## src/rtl/vga_sdram_reader_if.sv

```systemverilog
`default_nettype none
// ============================================================================
//  Module      : vga_sdram_reader_if
//  Description : Signal bundle between the VGA display reader, the SDRAM
//                controller read FIFO and the VGA DAC. The master modport is
//                the reader itself; the slave modport is the surrounding
//                environment (control inputs, FIFO data and the DAC side).
//
//  Signals:
//    en          display enable
//    tp_sel      test-pattern select (only used with VGA_TEST_PATTERN_EN)
//    rd1_data    read-FIFO output word, valid one cycle after rd1
//    rd1         read-FIFO pop request
//    rd1_load    read address rewind / read-FIFO clear
//    vga_r/g/b   RGB565 pixel components
//    vga_hs      horizontal sync, active low
//    vga_vs      vertical sync, active low
//    vga_blank_n high during active video
//    frame_start one-cycle pulse on the first active pixel of each frame
//
//  Revision    : 1.0  initial release
// ============================================================================
interface vga_sdram_reader_if;
  logic        en;
  logic        tp_sel;
  logic [15:0] rd1_data;
  logic        rd1;
  logic        rd1_load;
  logic [4:0]  vga_r;
  logic [5:0]  vga_g;
  logic [4:0]  vga_b;
  logic        vga_hs;
  logic        vga_vs;
  logic        vga_blank_n;
  logic        frame_start;

  modport master (
    input  en,
    input  tp_sel,
    input  rd1_data,
    output rd1,
    output rd1_load,
    output vga_r,
    output vga_g,
    output vga_b,
    output vga_hs,
    output vga_vs,
    output vga_blank_n,
    output frame_start
  );

  modport slave (
    output en,
    output tp_sel,
    output rd1_data,
    input  rd1,
    input  rd1_load,
    input  vga_r,
    input  vga_g,
    input  vga_b,
    input  vga_hs,
    input  vga_vs,
    input  vga_blank_n,
    input  frame_start
  );
endinterface
`default_nettype wire

```

## src/rtl/vga_sdram_reader.sv

```systemverilog
`default_nettype none
// ============================================================================
//  Module      : vga_sdram_reader
//  Description : Display-side consumer of the SDRAM controller read port.
//                Generates VGA timing (640x480@60 by default) on the pixel
//                clock, pops one RGB565 word per active pixel, and holds
//                rd1_load high for the whole first vsync line so every frame
//                restarts from the frame-buffer base.
//
//  Ports:
//    clk    pixel clock (same clock as the read-FIFO read side)
//    rst_n  asynchronous, active-low reset
//    bus    vga_sdram_reader_if.master (enable, FIFO port, DAC outputs)
//
//  Optional feature:
//    VGA_TEST_PATTERN_EN  when defined, tp_sel=1 replaces active RGB with
//                         eight vertical colour bars. Without it tp_sel is
//                         ignored and no logic is generated for it.
//
//  Revision    : 1.0  initial release
// ============================================================================
module vga_sdram_reader #(
  parameter int H_ACTIVE = 640,
  parameter int H_FP     = 16,
  parameter int H_SYNC   = 96,
  parameter int H_BP     = 48,
  parameter int V_ACTIVE = 480,
  parameter int V_FP     = 10,
  parameter int V_SYNC   = 2,
  parameter int V_BP     = 33
) (
  input  logic                  clk,
  input  logic                  rst_n,
  vga_sdram_reader_if.master    bus
);

  localparam int H_TOT = H_ACTIVE + H_FP + H_SYNC + H_BP;
  localparam int V_TOT = V_ACTIVE + V_FP + V_SYNC + V_BP;
  localparam int HW    = $clog2(H_TOT);
  localparam int VW    = $clog2(V_TOT);

  // Counter-width copies of the region boundaries keep every compare
  // width-matched.
  localparam logic [HW-1:0] H_LAST     = HW'(H_TOT - 1);
  localparam logic [HW-1:0] H_ACT_END  = HW'(H_ACTIVE);
  localparam logic [HW-1:0] H_SYNC_BEG = HW'(H_ACTIVE + H_FP);
  localparam logic [HW-1:0] H_SYNC_END = HW'(H_ACTIVE + H_FP + H_SYNC);
  localparam logic [VW-1:0] V_LAST     = VW'(V_TOT - 1);
  localparam logic [VW-1:0] V_ACT_END  = VW'(V_ACTIVE);
  localparam logic [VW-1:0] V_SYNC_BEG = VW'(V_ACTIVE + V_FP);
  localparam logic [VW-1:0] V_SYNC_END = VW'(V_ACTIVE + V_FP + V_SYNC);
  // The load line is the first vsync line.
  localparam logic [VW-1:0] V_LOAD     = V_SYNC_BEG;

`ifdef VGA_TEST_PATTERN_EN
  localparam logic [HW-1:0] BAR_W      = HW'(H_ACTIVE / 8);
`endif

  // --------------------------------------------------------------------------
  // Timing counters
  // --------------------------------------------------------------------------
  logic [HW-1:0] h_cnt;
  logic [VW-1:0] v_cnt;
  logic [HW-1:0] h_nxt;
  logic [VW-1:0] v_nxt;
  logic          rd1_load_r;

  always_comb begin
    h_nxt = h_cnt;
    v_nxt = v_cnt;
    if (!bus.en) begin
      // Parked at the start of the load line so that re-enabling leaves
      // the rest of vsync plus back porch for the FIFO to prefill.
      h_nxt = '0;
      v_nxt = V_LOAD;
    end else if (h_cnt == H_LAST) begin
      h_nxt = '0;
      v_nxt = (v_cnt == V_LAST) ? '0 : v_cnt + 1'b1;
    end else begin
      h_nxt = h_cnt + 1'b1;
    end
  end

  // rd1_load is registered from the next-state line number, so it is high
  // exactly while v_cnt sits on the load line (and therefore also whenever
  // the display is disabled, because the counters are parked there).
  always_ff @(posedge clk or negedge rst_n) begin
    if (!rst_n) begin
      h_cnt      <= '0;
      v_cnt      <= V_LOAD;
      rd1_load_r <= 1'b1;
    end else begin
      h_cnt      <= h_nxt;
      v_cnt      <= v_nxt;
      rd1_load_r <= (v_nxt == V_LOAD);
    end
  end

  // --------------------------------------------------------------------------
  // Region decode at the counter stage
  // --------------------------------------------------------------------------
  logic active;
  logic pop;
  logic hs_dec;
  logic vs_dec;
  logic fs_dec;

  always_comb begin
    active = (h_cnt < H_ACT_END) && (v_cnt < V_ACT_END);
    pop    = bus.en && active;
    hs_dec = !((h_cnt >= H_SYNC_BEG) && (h_cnt < H_SYNC_END));
    vs_dec = !((v_cnt >= V_SYNC_BEG) && (v_cnt < V_SYNC_END));
    fs_dec = bus.en && (h_cnt == '0) && (v_cnt == '0);
  end

  assign bus.rd1      = pop;
  assign bus.rd1_load = rd1_load_r;

  // --------------------------------------------------------------------------
  // Two-stage output pipe. Stage 1 lines up the control decode with the
  // cycle in which the FIFO word appears; stage 2 registers the pixel.
  // Blanking follows the pop itself so that dropping en blanks exactly the
  // pixels that were never fetched.
  // --------------------------------------------------------------------------
  logic hs_s1, vs_s1, blank_s1, fs_s1;
  logic hs_s2, vs_s2, blank_s2, fs_s2;
  logic [15:0] pix;
  logic [15:0] rgb_s2;

`ifdef VGA_TEST_PATTERN_EN
  logic       tp_s1;
  logic [2:0] bar_s1;
`endif

  always_ff @(posedge clk or negedge rst_n) begin
    if (!rst_n) begin
      hs_s1    <= 1'b1;
      vs_s1    <= 1'b1;
      blank_s1 <= 1'b0;
      fs_s1    <= 1'b0;
    end else begin
      hs_s1    <= hs_dec;
      vs_s1    <= vs_dec;
      blank_s1 <= pop;
      fs_s1    <= fs_dec;
    end
  end

`ifdef VGA_TEST_PATTERN_EN
  // Bar index is only meaningful inside the active area, where it is 0..7.
  always_ff @(posedge clk or negedge rst_n) begin
    if (!rst_n) begin
      tp_s1  <= 1'b0;
      bar_s1 <= '0;
    end else begin
      tp_s1  <= bus.tp_sel;
      bar_s1 <= 3'(h_cnt / BAR_W);
    end
  end
`endif

  always_comb begin
    pix = blank_s1 ? bus.rd1_data : 16'h0000;
`ifdef VGA_TEST_PATTERN_EN
    if (blank_s1 && tp_s1) begin
      pix = {{5{bar_s1[2]}}, {6{bar_s1[1]}}, {5{bar_s1[0]}}};
    end
`endif
  end

  always_ff @(posedge clk or negedge rst_n) begin
    if (!rst_n) begin
      hs_s2    <= 1'b1;
      vs_s2    <= 1'b1;
      blank_s2 <= 1'b0;
      fs_s2    <= 1'b0;
      rgb_s2   <= 16'h0000;
    end else begin
      hs_s2    <= hs_s1;
      vs_s2    <= vs_s1;
      blank_s2 <= blank_s1;
      fs_s2    <= fs_s1;
      rgb_s2   <= pix;
    end
  end

  assign bus.vga_r       = rgb_s2[15:11];
  assign bus.vga_g       = rgb_s2[10:5];
  assign bus.vga_b       = rgb_s2[4:0];
  assign bus.vga_hs      = hs_s2;
  assign bus.vga_vs      = vs_s2;
  assign bus.vga_blank_n = blank_s2;
  assign bus.frame_start = fs_s2;

endmodule
`default_nettype wire

```

## src/flat_wrapper.sv

```systemverilog
// flat-port wrapper written by rule: the top's interface ports become plain ports
module vga_sdram_reader_flat 
#(
  parameter int H_ACTIVE = 640,
  parameter int H_FP     = 16,
  parameter int H_SYNC   = 96,
  parameter int H_BP     = 48,
  parameter int V_ACTIVE = 480,
  parameter int V_FP     = 10,
  parameter int V_SYNC   = 2,
  parameter int V_BP     = 33
)
  (clk, rst_n, bus_en, bus_tp_sel, bus_rd1_data, bus_rd1, bus_rd1_load, bus_vga_r, bus_vga_g, bus_vga_b, bus_vga_hs, bus_vga_vs, bus_vga_blank_n, bus_frame_start);
  vga_sdram_reader_if bus_i ();
  input  logic clk;
  input  logic rst_n;
  input wire logic [$bits(bus_i.en)-1:0] bus_en;
  input wire logic [$bits(bus_i.tp_sel)-1:0] bus_tp_sel;
  input wire logic [$bits(bus_i.rd1_data)-1:0] bus_rd1_data;
  output wire logic [$bits(bus_i.rd1)-1:0] bus_rd1;
  output wire logic [$bits(bus_i.rd1_load)-1:0] bus_rd1_load;
  output wire logic [$bits(bus_i.vga_r)-1:0] bus_vga_r;
  output wire logic [$bits(bus_i.vga_g)-1:0] bus_vga_g;
  output wire logic [$bits(bus_i.vga_b)-1:0] bus_vga_b;
  output wire logic [$bits(bus_i.vga_hs)-1:0] bus_vga_hs;
  output wire logic [$bits(bus_i.vga_vs)-1:0] bus_vga_vs;
  output wire logic [$bits(bus_i.vga_blank_n)-1:0] bus_vga_blank_n;
  output wire logic [$bits(bus_i.frame_start)-1:0] bus_frame_start;
  assign bus_i.en = bus_en;
  assign bus_i.tp_sel = bus_tp_sel;
  assign bus_i.rd1_data = bus_rd1_data;
  assign bus_rd1 = bus_i.rd1;
  assign bus_rd1_load = bus_i.rd1_load;
  assign bus_vga_r = bus_i.vga_r;
  assign bus_vga_g = bus_i.vga_g;
  assign bus_vga_b = bus_i.vga_b;
  assign bus_vga_hs = bus_i.vga_hs;
  assign bus_vga_vs = bus_i.vga_vs;
  assign bus_vga_blank_n = bus_i.vga_blank_n;
  assign bus_frame_start = bus_i.frame_start;
  vga_sdram_reader #(.H_ACTIVE(H_ACTIVE), .H_FP(H_FP), .H_SYNC(H_SYNC), .H_BP(H_BP), .V_ACTIVE(V_ACTIVE), .V_FP(V_FP), .V_SYNC(V_SYNC), .V_BP(V_BP)) u_core (.clk(clk), .rst_n(rst_n), .bus(bus_i));
endmodule
```

## config.mk

```make
export PLATFORM = sky130hd
export DESIGN_NAME = vga_sdram_reader_flat
export DESIGN_NICKNAME = d
export VERILOG_FILES = /design/src/rtl/vga_sdram_reader_if.sv /design/src/rtl/vga_sdram_reader.sv /design/src/flat_wrapper.sv
export SDC_FILE = /design/constraint.sdc
export NUM_CORES = 1
export LEC_CHECK = 0
export CORE_UTILIZATION = 51
export DETAILED_ROUTE_END_ITERATION = 8
export GPL_TIMING_DRIVEN = 0
export MAX_ROUTING_LAYER = met4
export PLACE_DENSITY = 0.79
export SETUP_SLACK_MARGIN = 0.2
export SYNTH_ARGS = -nofsm -noshare
export SYNTH_HDL_FRONTEND = slang
export SYNTH_SLANG_ARGS = --single-unit
```

## constraint.sdc

```tcl
create_clock -name clk -period 2.7 [get_ports clk]
set_input_delay 0.27 -clock clk [delete_from_list [all_inputs] [get_ports clk]]
set_output_delay 0.27 -clock clk [all_outputs]
set_load 0.05 [all_outputs]
```

After elaboration in Yosys (flattened, before gate mapping)
Cells that the tools add are included.
- memories kept: 0
- bits in writable memories: 0
- bits in latches: 0
- logic and storage cells: 39
- input port bits: 20
- register bits after elaboration: 45
- bits in read-only memories: 0
- output and inout port bits: 22
- bitwise logic cells: 0
- $lt $le $gt $ge: 6
- eq/ne operators: 3
- div/mod/pow operators: 0
- $add $sub $neg: 2
- $mul: 0
- mux-type cells: 6
- shift operators: 0
- reductions and logical operators: 10
- operators with widths (operator ; number):
    10-bit two-way mux ; 5
    10-bit by 1-bit adder with 10-bit output (second input constant) ; 2
    10-bit == test (second input constant) ; 2
    10-bit logical NOT ; 2
    10-bit < comparator (second input constant) ; 2
    10-bit by 9-bit < comparator with 1-bit output (second input constant) ; 2
    16-bit two-way mux ; 1
    10-bit by 9-bit == test with 1-bit output (second input constant) ; 1
    10-bit greater-or-equal comparator (second input constant) ; 1
    10-bit by 9-bit greater-or-equal comparator with 1-bit output (second input constant) ; 1
    1-bit logical AND ; 6
    1-bit logical NOT ; 2

Logic depth before layout (Yosys ltp)
Gate-level depths: netlist (run 1).
- word-level depth: 5
- depth in mapped cells: 8
- depth with buffers taken out: 7

Least setup slack after synthesis (run 1)
OpenSTA, ideal clock, no wires.
- path kind: flip-flop to output port
- start: register u_core.v_cnt[6]
- end: output port bus_rd1
- data required time: 2.430 ns
- buffers on the path: 1
- cell stages (with the launch flop): 5
- path slack: 0.671 ns
- arrival time: 1.759 ns
- cell sequence: dfstp_2 buf_4 nand4_1 nand2_1 nor3_1
- longest elaborated chain between the ends: 3
- RTL lines (element ; RTL line ; source):
    start: declaration ; vga_sdram_reader.sv:63 ; logic [VW-1:0] v_cnt;
    start signal: assignment ; vga_sdram_reader.sv:94 ; v_cnt <= v_nxt;
    10-bit by 9-bit < comparator with 1-bit output ; vga_sdram_reader.sv:109 ; active = (h_cnt < H_ACT_END) && (v_cnt < V_ACT_END);
    1-bit logical AND ; vga_sdram_reader.sv:109 ;
    1-bit logical AND ; vga_sdram_reader.sv:110 ; pop = bus.en && active;
    end: declaration ; flat_wrapper.sv:20 ; output wire logic [$bits(bus_i.rd1)-1:0] bus_rd1;
No other way between the ends.

Worst setup path in the final report (run 1)
- start: register u_core.v_cnt[0]
- end: register u_core.rd1_load_r (netlist: u_core.bus.rd1_load)
- longest elaborated chain between the ends: 5
- elaborated cells on any way between the ends: 6
- RTL lines (element ; RTL line ; source):
    10-bit by 1-bit adder with 10-bit output or 10-bit == test (tied branches) ; vga_sdram_reader.sv:78 ; v_nxt = (v_cnt == V_LAST) ? '0 : v_cnt + 1'b1;
    10-bit two-way mux ; vga_sdram_reader.sv:78 ;
    10-bit two-way mux * ; vga_sdram_reader.sv:76 ; end else if (h_cnt == H_LAST) begin
    10-bit two-way mux * ; vga_sdram_reader.sv:71 ; if (!bus.en) begin
    10-bit by 9-bit == test with 1-bit output * ; vga_sdram_reader.sv:95 ; rd1_load_r <= (v_nxt == V_LOAD);
    end signal: assignment ; vga_sdram_reader.sv:95 ;
    end: declaration ; vga_sdram_reader.sv:66 ; logic rd1_load_r;
Mark *: on every way between the ends. The rest lies on a longest branch, timed or not.

==> impl_metrics.json, run 1 <==
{
  "die_x_um": 66.3,
  "postCtsSetupRepairBufs": 0,
  "grt_max_degree": 27,
  "h-tree-depth": 2,
  "fill_cells": 316,
  "dr_wl_met3_um": 221,
  "irDropWorstVdd_v": 0.000231,
  "startpoint": "u_core.v_cnt[0]",
  "fin_skew_ns": 0.00710,
  "wl_um": 4180,
  "tns_ns": 0,
  "final_antenna_net_count": 0,
  "die-height_um": 66.3,
  "finalHoldViolations": 0,
  "power.static_leakage_uw": 0.00115,
  "insertion_delay_ns": 0.30,
  "worstMarginPinSlew_ns": 0.535,
  "gr-usage-all-layers": 0.234,
  "vias_per_cell": 5.44,
  "max_slew_margin": 0.640,
  "powerDensity_nw_per_um2": 458,
  "synth_top_area_cell": "dfrtp_1",
  "post-route-period-util": 0.789,
  "clk_pin_slew_ns": 0.08,
  "hold_path_class": "in -> reg",
  "wl_met2_um": 1920,
  "muxShareOfSynthArea": 0,
  "synthDistinctLibCells": 48,
  "overflow": 0,
  "rsz0062_at_grt": "no",
  "clock-sinks": 45,
  "num_antenna_cells": 0,
  "ys_warn_count": 0,
  "area_growth_pct": 28.2,
  "synthCells": 193,
  "timing.fmax_ghz": 0.469,
  "min_period_ns": 2.13,
  "core_area_sq_um": 4000,
  "first_iter_violations": 40,
  "cts_tree": "done",
  "drive_above_1_share": 0.149,
  "grt_pass1_vias": 1549,
  "worstSetupPathType": "reg -> reg",
  "cp_slowest_cell": "or3_4",
  "slowest_delay_ns": 0.41,
  "synth_area_sq_um": 2110,
  "syn-num-nets": 217,
  "initial_core_util": 0.528,
  "synth_top_family_by_area": "simple AND/OR/NAND/NOR gates",
  "rows": 23,
  "final_nets": 265,
  "root_buffer": "clkbuf_8",
  "setup_viol": 0,
  "wl_per_cell_um": 14.3,
  "worstPathCellList": "clkbuf_1 -> inv_1 -> ha_1 -> or2b_2 -> or3_4 -> o21ai_4 -> inv_2 -> a211oi_2",
  "grt_pass1_wl_um": 7280,
  "synth_compound_area_frac": 0.0682,
  "synth_edf_count": 0,
  "critPathRequiredTime_ns": 2.92,
  "synth_xor_area_frac": 0.0539,
  "ys.flop_type": "dfrtp_1",
  "port_buffers": 39,
  "hpwl_um": 3000,
  "r2r-start": "u_core.v_cnt[0]",
  "slew_violations": 0,
  "synthAdderAreaFrac": 0.0237,
  "startpoint_type": "flop",
  "async_flop_share": 1.00,
  "die-area_sq_um": 4400,
  "cts_buffers": 5,
  "maxCapViolCount": 0,
  "syn_area_per_cell_sq_um": 10.9,
  "vias": 1588,
  "drc_errors": 0,
  "min_from": "bus_en",
  "drt-met1-wl_um": 1950,
  "ios": 42,
  "synth_top_area_share": 0.403,
  "dr.pass1.iters": 4,
  "postLayoutCoreUtil": 0.677,
  "cp.arrival_ns": 2.35,
  "gp_congestion": 0.863,
  "top_layer": "met4",
  "crit_path_end_kind": "flop",
  "clock_path_buffers": 2,
  "ys_top_cells_by_area": "dfrtp_1, dfstp_2, and2_1",
  "antenna_found_initial": 0,
  "cp_max_fo": 9,
  "synth-seq-area-share": 0.540,
  "synthSimpleGateAreaFrac": 0.274,
  "ys_ff_latch": 45,
  "status": "finished clean"
}
-- synth_stat cells (2+ instances only) --
library cell / number
dfrtp_1: 34
and2_1: 18
nor2_1: 16
nand3_1: 13
dfstp_2: 11
nand2_1: 10
inv_1: 7
nand4_1: 7
xnor2_1: 7
xor2_1: 6
ha_1: 4
nor3_1: 4
or3_1: 4
clkbuf_1: 3
nor4_1: 3
o21ai_0: 3
or4_1: 3
a21oi_1: 2
and3_1: 2
buf_6: 2
nand3b_1: 2
nand4b_1: 2
nor4b_1: 2
o2111ai_1: 2
o31ai_1: 2
or4_4: 2
-- layout make-up --
| cell class | instances | area, sq um | share of cell area |
|---|---|---|---|
| inverter | 8 | 30.0 | 0.0111 |
| sequential | 45 | 1140 | 0.421 |
| clock buffer | 6 | 72.6 | 0.0268 |
| timing repair buffer | 41 | 425 | 0.157 |
| multi-input combinational | 132 | 887 | 0.328 |
| clock inverter | 2 | 35.0 | 0.0129 |
| buffer | 8 | 53.8 | 0.0199 |
| tap | 50 | 62.6 | 0.0231 |
-- path summary, 6_finish.rpt --
kind	endpoint	slack, ns	depth (start not counted)
setup / recovery	u_core.bus.rd1_load	0.57	8
hold / removal	u_core.v_cnt[8]	0.15	2
setup reg to reg	u_core.bus.rd1_load	0.57	8
hold reg to reg	u_core.bus.vga_hs	0.35	0
max in group asynchronous	u_core.bus.rd1_load	1.68	3
min in group asynchronous	u_core.rgb_s2[4]	0.45	2
-- power by group --
| part | total, uW | leakage (uW) | switching (uW) | internal (uW) |
|---|---|---|---|---|
| combinational | 60.3 | 0.000511 | 27.4 | 32.9 |
| sequential | 681 | 0.000588 | 3.67 | 678 |
| clock | 497 | 0.0000552 | 223 | 275 |
-- cell usage in the layout (no fill, tap or decap), types with 3 or more instances in the layout --
| cell | Yosys | routed |
|---|---|---|
| clkdlybuf4s50_1 | 0 | 37 |
| dfrtp_1 | 34 | 34 |
| and2_1 | 18 | 18 |
| nor2_1 | 16 | 16 |
| nand3_1 | 13 | 13 |
| dfstp_2 | 11 | 11 |
| nand2_1 | 10 | 10 |
| inv_1 | 7 | 7 |
| nand4_1 | 7 | 7 |
| xnor2_1 | 7 | 7 |
| xor2_1 | 6 | 6 |
| clkbuf_8 | 0 | 5 |
| clkbuf_1 | 3 | 4 |
| nor3_1 | 4 | 4 |
| or3_1 | 4 | 4 |
| ha_1 | 4 | 4 |
| nor4_1 | 3 | 3 |
| or4_1 | 3 | 3 |
| o21ai_0 | 3 | 3 |
-- repair_timing --
action / in CTS / in global routing
resized for setup: 0 / 1
hold endpoints to repair: 15 / 0
hold buffers: 1 / 0
endpoints found under the setup margin: 0 / 1
-- per-stage QoR --
stage          setup WS (ns)  area (sq um)  hold slack, ns  total power, uW  cells
2_1_floorplan          0.671          2110         -0.0256              709    193
3_3_place_gp           0.234          2560           0.333              750    282
3_5_place_dp           0.598          2590           0.260              755    283
4_1_cts                0.263          2700           0.136             1260    292
5_1_grt                0.412          2710           0.138             1300    292
6_report               0.569          2710           0.147             1240    292
-- flip-flops by register name, summed over array words and instances, names as in the netlist --
signal                  cells
u_core.blank_s1             1
u_core.hs_s1                1
u_core.fs_s1                1
u_core.bus.vga_blank_n      1
u_core.vs_s1                1
u_core.bus.vga_hs           1
u_core.h_cnt               10
u_core.bus.vga_vs           1
u_core.bus.rd1_load         1
u_core.bus.frame_start      1
u_core.rgb_s2              16
u_core.v_cnt               10
-- kinds of logic (layout without fill, tap and decap cells) --
group | Yosys count | after routing
xor+xnor | 13 | 13
compound gates | 18 | 18
simple gates | 97 | 97
flops | 45 | 45
buf+inv | 16 | 65
fa+ha+maj | 4 | 4
-- worst max-delay path, delay by kind of cell, from the launching register on --
kind | cells | cell delay (ns)
compound gates | 2 | 0.41
buf+inv | 3 | 0.39
flops | 1 | 0.38
simple gates | 2 | 0.73
fa+ha+maj | 1 | 0.14
-- per-layer routing --
metal	vias to the layer above	global-route usage
met5	-	-
met4	0	0.114
met1	748	0.295
met3	7	0.0517
li1	776	-
met2	57	0.356
Power figures use the tool's default switching activity.
==> inputs of run 2 (changes only) <==
--- a/config.mk
+++ b/config.mk
@@ -5,11 +5,11 @@
 export SDC_FILE = /design/constraint.sdc
 export NUM_CORES = 1
 export LEC_CHECK = 0
-export CORE_UTILIZATION = 51
+export CORE_UTILIZATION = 46
 export DETAILED_ROUTE_END_ITERATION = 8
 export GPL_TIMING_DRIVEN = 0
 export MAX_ROUTING_LAYER = met4
-export PLACE_DENSITY = 0.79
+export PLACE_DENSITY = 0.75
 export SETUP_SLACK_MARGIN = 0.2
 export SYNTH_ARGS = -nofsm -noshare
 export SYNTH_HDL_FRONTEND = slang
==> constraint.sdc (replaced) <==
create_clock -name clk -period 1.8 [get_ports clk]
set_input_delay 0.18 -clock clk [delete_from_list [all_inputs] [get_ports clk]]
set_output_delay 0.18 -clock clk [all_outputs]
set_load 0.05 [all_outputs]
==> run 2 against run 1 <==
Compared with the run above:
- the flow now finishes with violations (negative setup slack)
- fmax grew 3.0%
- non-clock buffer count increased by 35
- clock skew down 0.0013 ns
- sequential power rose by 50%
- utilization rose by 4.1 points
- sequential share of layout area down 5.8 points
- total power rose by 56%
- global-route usage shrank 1.4 points
- die area grew 11%
- count of clock-buffer cells in the layout stayed put
- critical path type unchanged
- worst hold slack worse by 0.072 ns
- first-iteration DRC count rose to 4.7 times the previous value
==> impl_metrics.json, run 2 (same netlist as run 1, synthesis figures left out) <==
{
  "ff2ff_path_depth": 6,
  "first_iter_violations": 186,
  "die_x_um": 69.7,
  "hold_ws_ns": 0.0755,
  "fin_skew_ns": 0.00582,
  "num_antenna_cells": 0,
  "port_buffers": 39,
  "power_uw": 1940,
  "violations": "negative setup slack",
  "dr.pass1.iters": 5,
  "drive_above_1_share": 0.336,
  "vias": 1884,
  "clk_pin_slew_ns": 0.09,
  "largestRegisters": "u_core.rgb_s2: 16 flops, u_core.h_cnt: 10 flops, u_core.v_cnt: 10 flops",
  "rsz0062_at_grt": "yes",
  "max_slew_margin": 0.646,
  "clock_path_buffers": 2,
  "reg2reg_slack_ns": -0.27,
  "crit_path_end_kind": "flop",
  "cts_tree": "done",
  "wl_um": 5860,
  "final_area_sq_um": 3150,
  "ios": 42,
  "h-tree-depth": 2,
  "final_antenna_net_count": 0,
  "worstSetupPathType": "reg -> reg",
  "finalHoldViolations": 0,
  "core_area_sq_um": 4380,
  "area_growth_pct": 49.1,
  "rows": 24,
  "cts_buffers": 5,
  "worstHoldPathCells": 2,
  "gp_congestion": 0.855,
  "overflow": 0,
  "fill_cells": 304,
  "pre_cts_slack_ns": -0.325,
  "drc_errors": 0,
  "dpl_cell_area_sq_um": 2610,
  "setup_viol": 8,
  "grt_max_degree": 35,
  "vias_per_cell": 5.73,
  "startpoint_type": "flop",
  "hold_path_class": "in -> reg",
  "irDropWorstVdd_v": 0.000312,
  "die-height_um": 69.7,
  "grt_pass1_wl_um": 8120,
  "post-route-period-util": 1.15,
  "worstMarginPinSlew_ns": 0.530,
  "timing.fmax_ghz": 0.483,
  "initial_core_util": 0.481,
  "hpwl_um": 3090,
  "largest_register_ffs": 16,
  "timing.final.ws_setup_ns": -0.269,
  "root_buffer": "clkbuf_8",
  "gr-usage-all-layers": 0.220,
  "die-area_sq_um": 4860,
  "postLayoutCoreUtil": 0.718,
  "wl_per_cell_um": 17.8,
  "top_register": "u_core.rgb_s2",
  "critPathRequiredTime_ns": 2.02,
  "maxCapViolCount": 0,
  "insertion_delay_ns": 0.30,
  "cp_max_fo": 3,
  "status": "finished with violations",
  "cp.arrival_ns": 2.29,
  "antenna_found_initial": 0,
  "final_nets": 300,
  "grt_pass1_vias": 1660,
  "min_period_ns": 2.07,
  "powerDensity_nw_per_um2": 616,
  "power.static_leakage_uw": 0.00153,
  "final_cell_mix": "buf_4, dfrtp_1, and2_1",
  "slew_violations": 0,
  "clock-sinks": 45
}
-- run 2: per-stage QoR --
stage | std cells | TNS (ns)
after global placement | 284 | -23.91
after floorplan | 193 | 0
after global routing | 329 | -0.991
after detailed placement | 285 | -0.482
after CTS | 312 | -0.285
final | 329 | -0.843
-- run 2: timing repair --
item,CTS,global route
setup endpoints to repair,28,20
setup buffers,18,17
endpoints found under the hold margin,5,0
pin swaps,3,14
gates resized for setup,37,25
hold buffers,1,0
-- run 2: report_power, final --
group          total [uW]  switching (uW)  internal, uW  leakage, uW
Combinational         108            48.6          59.2     0.000887
Sequential           1020            7.59          1020     0.000583
Clock                 807             355           452    0.0000574
-- run 2: final timing paths --
check                           startpoint                     end
min in group asynchronous            rst_n         u_core.h_cnt[0]
max in group asynchronous            rst_n            u_core.hs_s1
setup reg to reg           u_core.v_cnt[7]     u_core.bus.rd1_load
setup / recovery           u_core.v_cnt[7]     u_core.bus.rd1_load
hold / removal                      bus_en         u_core.v_cnt[8]
hold reg to reg               u_core.fs_s1  u_core.bus.frame_start
-- run 2: critical path, cell delays in order, from the launching register on --
cell and delay (ns):
dfstp_2 0.38, buf_6 0.11, or4_4 0.56, o311ai_1 0.42, o2111ai_1 0.28, o31ai_1 0.16
a211oi_2 0.08
-- run 2: final cells by class --
class                   instances  area (sq um)  share of cell area
plain buffers                   8          78.8              0.0250
clock buffers                   6          82.6              0.0262
clock inverters                 2          37.5              0.0119
inverters                       8          30.0             0.00954
multi-input cells             132          1020               0.323
flip-flops and latches         45          1140               0.363
well taps                      52          65.1              0.0207
repair buffers                 76           694               0.221
-- run 2: routing by layer --
| metal | wire, um | global-route usage | vias up |
|---|---|---|---|
| met5 | 0 | - | - |
| met4 | 218 | 0.0844 | 0 |
| met3 | 475 | 0.0494 | 29 |
| met2 | 2740 | 0.342 | 111 |
| met1 | 2420 | 0.282 | 902 |
| li1 | - | - | 842 |
